## config.mk

```make
export PLATFORM = sky130hd
export DESIGN_NAME = seq_detect
export DESIGN_NICKNAME = d
export VERILOG_FILES = /design/src/rtl/seq_detect.sv
export SDC_FILE = /design/constraint.sdc
export NUM_CORES = 1
export LEC_CHECK = 0
export CORE_ASPECT_RATIO = 0.75
export CORE_MARGIN = 3
export CORE_UTILIZATION = 40
export DETAILED_ROUTE_END_ITERATION = 16
export PLACE_DENSITY = 0.73
export SYNTH_ARGS = -nofsm -noshare
export SYNTH_HDL_FRONTEND = slang
export SYNTH_SLANG_ARGS = --single-unit
```

## constraint.sdc

```tcl
create_clock -name clk -period 5.4 [get_ports clk]
set_input_delay 0.54 -clock clk [delete_from_list [all_inputs] [get_ports clk]]
set_output_delay 0.54 -clock clk [all_outputs]
set_load 0.05 [all_outputs]
```

## src/rtl/seq_detect.sv

```systemverilog
// seq_detect: serial bit-pattern detector.
//
// Bits are shifted into a W-bit window (oldest bit ends up at the MSB).
// Once W valid bits are held, every accepted bit is compared against the
// active pattern. A hit produces a registered one-cycle 'match' pulse and
// bumps a saturating match counter. Overlapping mode keeps the window
// primed after a hit. Non-overlapping mode discards it, so the next hit
// needs W fresh bits. The pattern and mode can only be reloaded while the
// detector is idle.

module seq_detect #(
    parameter int unsigned    W       = 4,
    parameter int unsigned    CNT_W   = 8,
    parameter logic [W-1:0]   DEF_PAT = 4'b1011,
    parameter bit             DEF_OVL = 1'b1
) (
    input  logic             clk,
    input  logic             rst,
    input  logic             en,
    input  logic             clr,
    input  logic             cfg_load,
    input  logic [W-1:0]     cfg_pattern,
    input  logic             cfg_overlap,
    input  logic             in_valid,
    input  logic             in_bit,
    output logic             match,
    output logic [CNT_W-1:0] match_cnt,
    output logic             cnt_sat,
    output logic [1:0]       state
);

    // Fill counter must represent 0..W inclusive.
    localparam int unsigned     FW        = $clog2(W + 1);
    localparam logic [FW-1:0]   FILL_FULL = FW'(W);
    localparam logic [FW-1:0]   FILL_ONE  = FW'(1);
    localparam logic [CNT_W-1:0] CNT_ONE  = CNT_W'(1);

    // Pattern lengths outside 2..16 are not supported.
    if (W < 2 || W > 16) begin : g_w_range
        $error("seq_detect: W must be in the range 2..16");
    end

    typedef enum logic [1:0] {
        ST_IDLE = 2'd0,
        ST_FILL = 2'd1,
        ST_RUN  = 2'd2
    } state_t;

    state_t           cur_state;
    state_t           nxt_state;

    logic [FW-1:0]    fill;
    logic [FW-1:0]    fill_nxt;
    logic [W-1:0]     window;
    logic [W-1:0]     window_nxt;
    logic [W-1:0]     active_pat;
    logic [W-1:0]     active_pat_nxt;
    logic             active_ovl;
    logic             active_ovl_nxt;
    logic             match_nxt;
    logic [CNT_W-1:0] match_cnt_nxt;
    logic             cnt_sat_nxt;

    // Candidate values if the current bit were accepted this cycle.
    logic [W-1:0]     shifted;
    logic [FW-1:0]    fill_inc;
    logic             accept;
    logic             hit;

    // Shift/fill candidates and the qualified accept/hit conditions.
    // NOTE: every signal driven from always_comb gets a default at the top of
    // the block; a path that leaves one unassigned would infer a latch.
    always_comb begin
        shifted  = {window[W-2:0], in_bit};
        fill_inc = (fill == FILL_FULL) ? fill : fill + FILL_ONE;
        accept   = 1'b0;
        hit      = 1'b0;
        if (en && !clr && in_valid && (cur_state != ST_IDLE)) begin
            accept = 1'b1;
            hit    = (fill_inc == FILL_FULL) && (shifted == active_pat);
        end
    end

    // Next-state, datapath and output decode; priority is en, then clr,
    // then leaving IDLE, then normal bit acceptance.
    always_comb begin
        nxt_state      = cur_state;
        fill_nxt       = fill;
        window_nxt     = window;
        active_pat_nxt = active_pat;
        active_ovl_nxt = active_ovl;
        match_nxt      = 1'b0;
        match_cnt_nxt  = match_cnt;
        cnt_sat_nxt    = cnt_sat;

        // Configuration is only honoured while idle, independent of en.
        if ((cur_state == ST_IDLE) && cfg_load) begin
            active_pat_nxt = cfg_pattern;
            active_ovl_nxt = cfg_overlap;
        end

        if (!en) begin
            nxt_state = ST_IDLE;
            fill_nxt  = '0;
        end else if (clr) begin
            // A bit presented alongside clr is dropped.
            nxt_state     = ST_FILL;
            fill_nxt      = '0;
            window_nxt    = '0;
            match_cnt_nxt = '0;
            cnt_sat_nxt   = 1'b0;
        end else if (cur_state == ST_IDLE) begin
            // The enabling edge only wakes the detector; no bit is taken.
            nxt_state = ST_FILL;
            fill_nxt  = '0;
        end else begin
            if (accept) begin
                window_nxt = shifted;
                fill_nxt   = fill_inc;
                if (hit) begin
                    match_nxt = 1'b1;
                    if (&match_cnt) begin
                        cnt_sat_nxt = 1'b1;
                    end else begin
                        match_cnt_nxt = match_cnt + CNT_ONE;
                    end
                    // Non-overlapping: the hit consumes the whole window.
                    if (!active_ovl) begin
                        fill_nxt = '0;
                    end
                end
            end
            nxt_state = (fill_nxt == FILL_FULL) ? ST_RUN : ST_FILL;
        end
    end

    // FSM state register.
    // NOTE: sequential blocks use non-blocking assignments only, so every
    // register samples the pre-edge values regardless of statement order.
    always_ff @(posedge clk or negedge rst) begin
        if (!rst) begin
            cur_state <= ST_IDLE;
        end else begin
            cur_state <= nxt_state;
        end
    end

    // Window, fill, configuration and output registers.
    // NOTE: the window is a small register rather than a memory, so it is
    // reset along with everything else; a mid-stream reset must not leave
    // stale partial bits behind.
    always_ff @(posedge clk or negedge rst) begin
        if (!rst) begin
            fill       <= '0;
            window     <= '0;
            active_pat <= DEF_PAT;
            active_ovl <= DEF_OVL;
            match      <= 1'b0;
            match_cnt  <= '0;
            cnt_sat    <= 1'b0;
        end else begin
            fill       <= fill_nxt;
            window     <= window_nxt;
            active_pat <= active_pat_nxt;
            active_ovl <= active_ovl_nxt;
            match      <= match_nxt;
            match_cnt  <= match_cnt_nxt;
            cnt_sat    <= cnt_sat_nxt;
        end
    end

    assign state = cur_state;

endmodule
```

[Yosys cells after proc, flatten, opt, wreduce, memory -nomap -nowiden]
Cells that the tools add are included.
Cells by class
  multiplexer cells: 34
  equal/unequal tests: 6
  add/subtract/negate cells: 2
  reduce and logical (&&, ||, !) cells: 15
Operators with widths (count)
  $mux W8: 5
  $mux W3: 13
  $mux W1: 12
  $reduce_and A5 Y1: 2
  $eq A3 B3 Y1 const B: 3
  $add A8 B1 Y8 const B: 1
  $mux W2: 4
  $reduce_and A8 Y1: 1
  $reduce_bool A2 Y1: 4
  $logic_and A1 B1 Y1: 5
  $eq A4 B4 Y1: 1
  $ne A2 B2 Y1 const B: 2
  $add A3 B1 Y3 const B: 1
  $reduce_and A3 Y1: 1
  $logic_not A2 Y1: 1
  $logic_not A1 Y1: 1
Word-level totals
  input bits: 12
  output and inout bits: 12
  word-level logic and storage cells: 65
  bits in registers: 23

[Logic depth before layout (Yosys ltp)]
  depth in word-level cells: 15
  gate-level depth with buffers: 9
  gate-level depth less buffers: 8

[Worst setup path after synthesis]
No wires, ideal clock.
  path type: register -> register
  start point: register cur_state[1] (netlist: state[1])
  end point: register match_cnt[3]
  path buffers: 2
  setup time: 0.077 ns
  setup slack: 3.238 ns
  data arrival time: 2.085 ns
  data required time: 5.323 ns
  stages on the path, launching flop included: 8
  cells stage by stage: dfrtp_1 nor2_1 and4bb_1 buf_2 nand4_1 buf_2 or4_1 a21oi_1
On the way
  cells in the longest elaborated chain, start to end: 5
RTL lines
  start: declaration: RTL line 49  | state_t cur_state;
  start signal: assignment: RTL line 144  | cur_state <= nxt_state;
  $reduce_bool A2 Y1: RTL line 78  | if (en && !clr && in_valid && (cur_state != ST_IDLE)) begin
  $logic_and A1 B1 Y1: RTL line 78
  $mux W1: RTL line 78
  $reduce_bool A2 Y1 (no source line)
  $reduce_and A5 Y1 (no source line) *
  end signal: assignment: RTL line 167  | match_cnt <= match_cnt_nxt;
  end: declaration: RTL line 27  | output logic [CNT_W-1:0] match_cnt,
Mark *: on every way between the ends. The rest lies on a longest branch, timed or not.
A chain may end at the register's enable or synchronous reset.

[Final worst setup path]
  start point: input en
  end point: register match_cnt[7]
On the way
  cells in the longest elaborated chain, start to end: 6
RTL lines
  start: declaration: RTL line 19  | input logic en,
  $logic_and A1 B1 Y1 (3 in series): RTL line 78
  $mux W1: RTL line 78
  $reduce_bool A2 Y1 (no source line)
  $reduce_and A5 Y1 (no source line) *
Marks and branches as above.

==> metrics.txt <==
fin. max-slew vios 0; most frequent cells in the layout clkdlybuf4s50_1, dfrtp_1, nor2_1, nand2_1, mux2_2; CTS tree built; pre-CTS WS 2553 ps; crit path launch type input pin; Max clock buf depth 2; worst-path cell chain clkdlybuf4s50_1 -> and4bb_1 -> nand4_1 -> or4_1 -> mux2i_1; r2r worst-path depth 7; Post-CTS Setup Inserts 0; switching power 84.34 uW; Clk pwr share 29.7%; Tcrit/Tclk final 48.37%; I/O Pins 24; Synth cell types 38; Post-Syn Instances 122; drt pass-1 iters 4; # diodes 0; clock skew 4.249 ps; Worst VDD drop 153.4 uV; setup repair after global routing missed its margin no; port bufs 23; FF-to-FF Start fill[0]$_DFF_PN0_; WHS Path Cells 1; core area 2783 um^2; ys flop type dfrtp_1; Crit. End Element flop; FF-to-FF setup slack 2980 ps; crit path DAT 2760 ps; Setup TNS Final 0 ps; routed vias 985; Worst Tran Pin Value 989.8 ps; FF-to-FF End match_cnt[7]$_DFFE_PN0P_; Leakage 0.0006260 uW; min Tclk post-route 2612 ps; # H-tree levels 1; Worst EP required 5550 ps; crit path launch en; Post-DRT Antenna Nets 0; Mapped Nets 137; Post-synth EDFFs 0; outcome finished clean; drt total wl 2.534 mm; die span in x 70.45 um; initial antenna violation count 0; clk slew on worst S/H paths 80 ps; pin count of the biggest net entering global routing 24; Max-Cap Viols 0; Finished Core Util 55.40%; Hold Buf Count CTS 0; clock sink total 23; post-CTS sizing 0; Sw Share 24.23%; Int Pwr 263.8 uW; crit-path max cell delay 650 ps; crit path kind input pin to flop; die area 3828 um^2; Worst-Skew Late Latency 260 ps; Max Freq 382.9 MHz; commonest non-fill, non-tap cell in the layout clkdlybuf4s50_1; syn_area_per_cell 10.21 um^2; minimum hold slack 538.8 ps; area grow syn2layout 23.69%; Hold WC Path Type flop to flop; Final nets 160; total grt overflow 0; Final Hold Viols 0; sequential-to-total area share from yosys stat 46.59%; Synth warnings 0; GRT Util Overall 15.04%; dpl hpwl 1.986 mm; die height 54.34 um; ys async rst share 100.0%; # fillers 239; Logic pwr share 14.6%; Slew HR 33.81%; Root Driver clkbuf_8; Syn Std Cell Area 1246 um^2; first-pass GRT wire length 4.409 mm; Routed wire per std cell 14.08 um; P per Cell Area 225.8 nW/um^2; initial core utilization 44.78%; Cell Rows 16; Final Setup Violations 0; CP max FO 11; crit path to match_cnt[7]$_DFFE_PN0P_; vias per inst 5.472; Residual DRC 0; GPL Wtd Cong 0.8484; CTS Buf Count 3; CP max-delay cell clkdlybuf4s50_1; Sequential Power Share 55.7%; setup ws final 2788 ps; share of cells above drive strength 1 11.81%; Initial DRC Count 64; Synth Register Bits 23; vias in the first global route 899
[cells in the mapped netlist, types with 2 or more instances]
cell	count	area [um^2]
nor2_1	10	37.54
and2_1	2	12.51
buf_2	2	10.01
a22o_1	3	26.28
nor2b_1	4	25.02
mux2_2	6	67.56
mux2i_1	3	30.03
or4_1	4	30.03
o21ai_0	5	25.02
xor2_1	4	35.03
dfstp_2	4	105.1
nand2_1	10	37.54
nand2b_1	4	25.02
o211ai_1	4	30.03
nand4_1	3	18.77
inv_1	4	15.01
o31ai_1	2	15.01
dfrtp_1	19	475.5
nand3_1	3	15.01
ha_1	3	37.54
a31o_2	2	17.52
a21oi_1	5	25.02
[layout make-up]
cell class | count | area, um^2 | area share [%]
inverter | 4 | 15.01 | 0.9740
sequential | 23 | 580.6 | 37.66
timing repair buffer | 23 | 230.2 | 14.94
tap | 36 | 45.04 | 2.922
multi-input combinational | 90 | 625.6 | 40.58
clock buffer | 4 | 45.04 | 2.922
[how the worst min path moves through the flow]
| stage | slack [ps] | start | end |
|---|---|---|---|
| global placement | 490 | cnt_sat$_DFFE_PN0P_ | cnt_sat$_DFFE_PN0P_ |
| global route | 560 | active_pat[2]$_DFFE_PN0P_ | active_pat[2]$_DFFE_PN0P_ |
| detailed placement | 520 | window[2]$_DFFE_PN0P_ | window[2]$_DFFE_PN0P_ |
| CTS | 540 | window[2]$_DFFE_PN0P_ | window[2]$_DFFE_PN0P_ |
| finish | 540 | window[2]$_DFFE_PN0P_ | window[2]$_DFFE_PN0P_ |
| floorplan | 240 | rst | active_pat[2]$_DFFE_PN0P_ |
[cell families after synthesis]
kind of cell,Yosys count,synth area share [%]
AOI/OAI and AO/OA,25,13.76
xor gates and xnor gates,5,3.514
adders and majority gates,3,3.012
buffers and inverters,9,3.212
DFF,23,46.59
muxes,9,7.831
and+or+nand+nor,48,22.09
[through the flow]
stage                     total power (uW)  instance area (um^2)  cells
after floorplan                      229.5                  1246    122
after global placement               246.9                  1496    176
after detailed placement             248.9                  1496    176
after CTS                            354.1                  1541    180
after global routing                 369.0                  1541    180
final                                348.1                  1541    180
[layer usage]
layer	part of all wire, %	GRT usage [%]	routed length (um)	vias up
met5	0	0	0	-
met4	0.51	1.911	13	0
met3	6.8	4.771	173	2
met2	43	22.83	1080	34
met1	50	21.58	1266	467
li1	-	-	-	482
[critical path: cells and delay by family]
family | cells | cell delay (ps)
muxes | 1 | 130
buffers and inverters | 1 | 650
and+or+nand+nor | 3 | 1440
[power groups by stage]
stage                     Sequential [uW]  Clock, uW  Combinational, uW
after floorplan                       197          0               32.5
after global placement                197          0               50.2
after detailed placement              197          0               51.5
after CTS                             194        108               51.7
after global routing                  195        117               56.2
final                                 194        104               50.8
[sequential cells by signal (all words and copies together), names as in the netlist]
register,cells
match_cnt,8
active_pat,4
fill,3
window,3
state,2
active_ovl,1
cnt_sat,1
match,1
No activity file was read; power rests on OpenSTA's default activity.
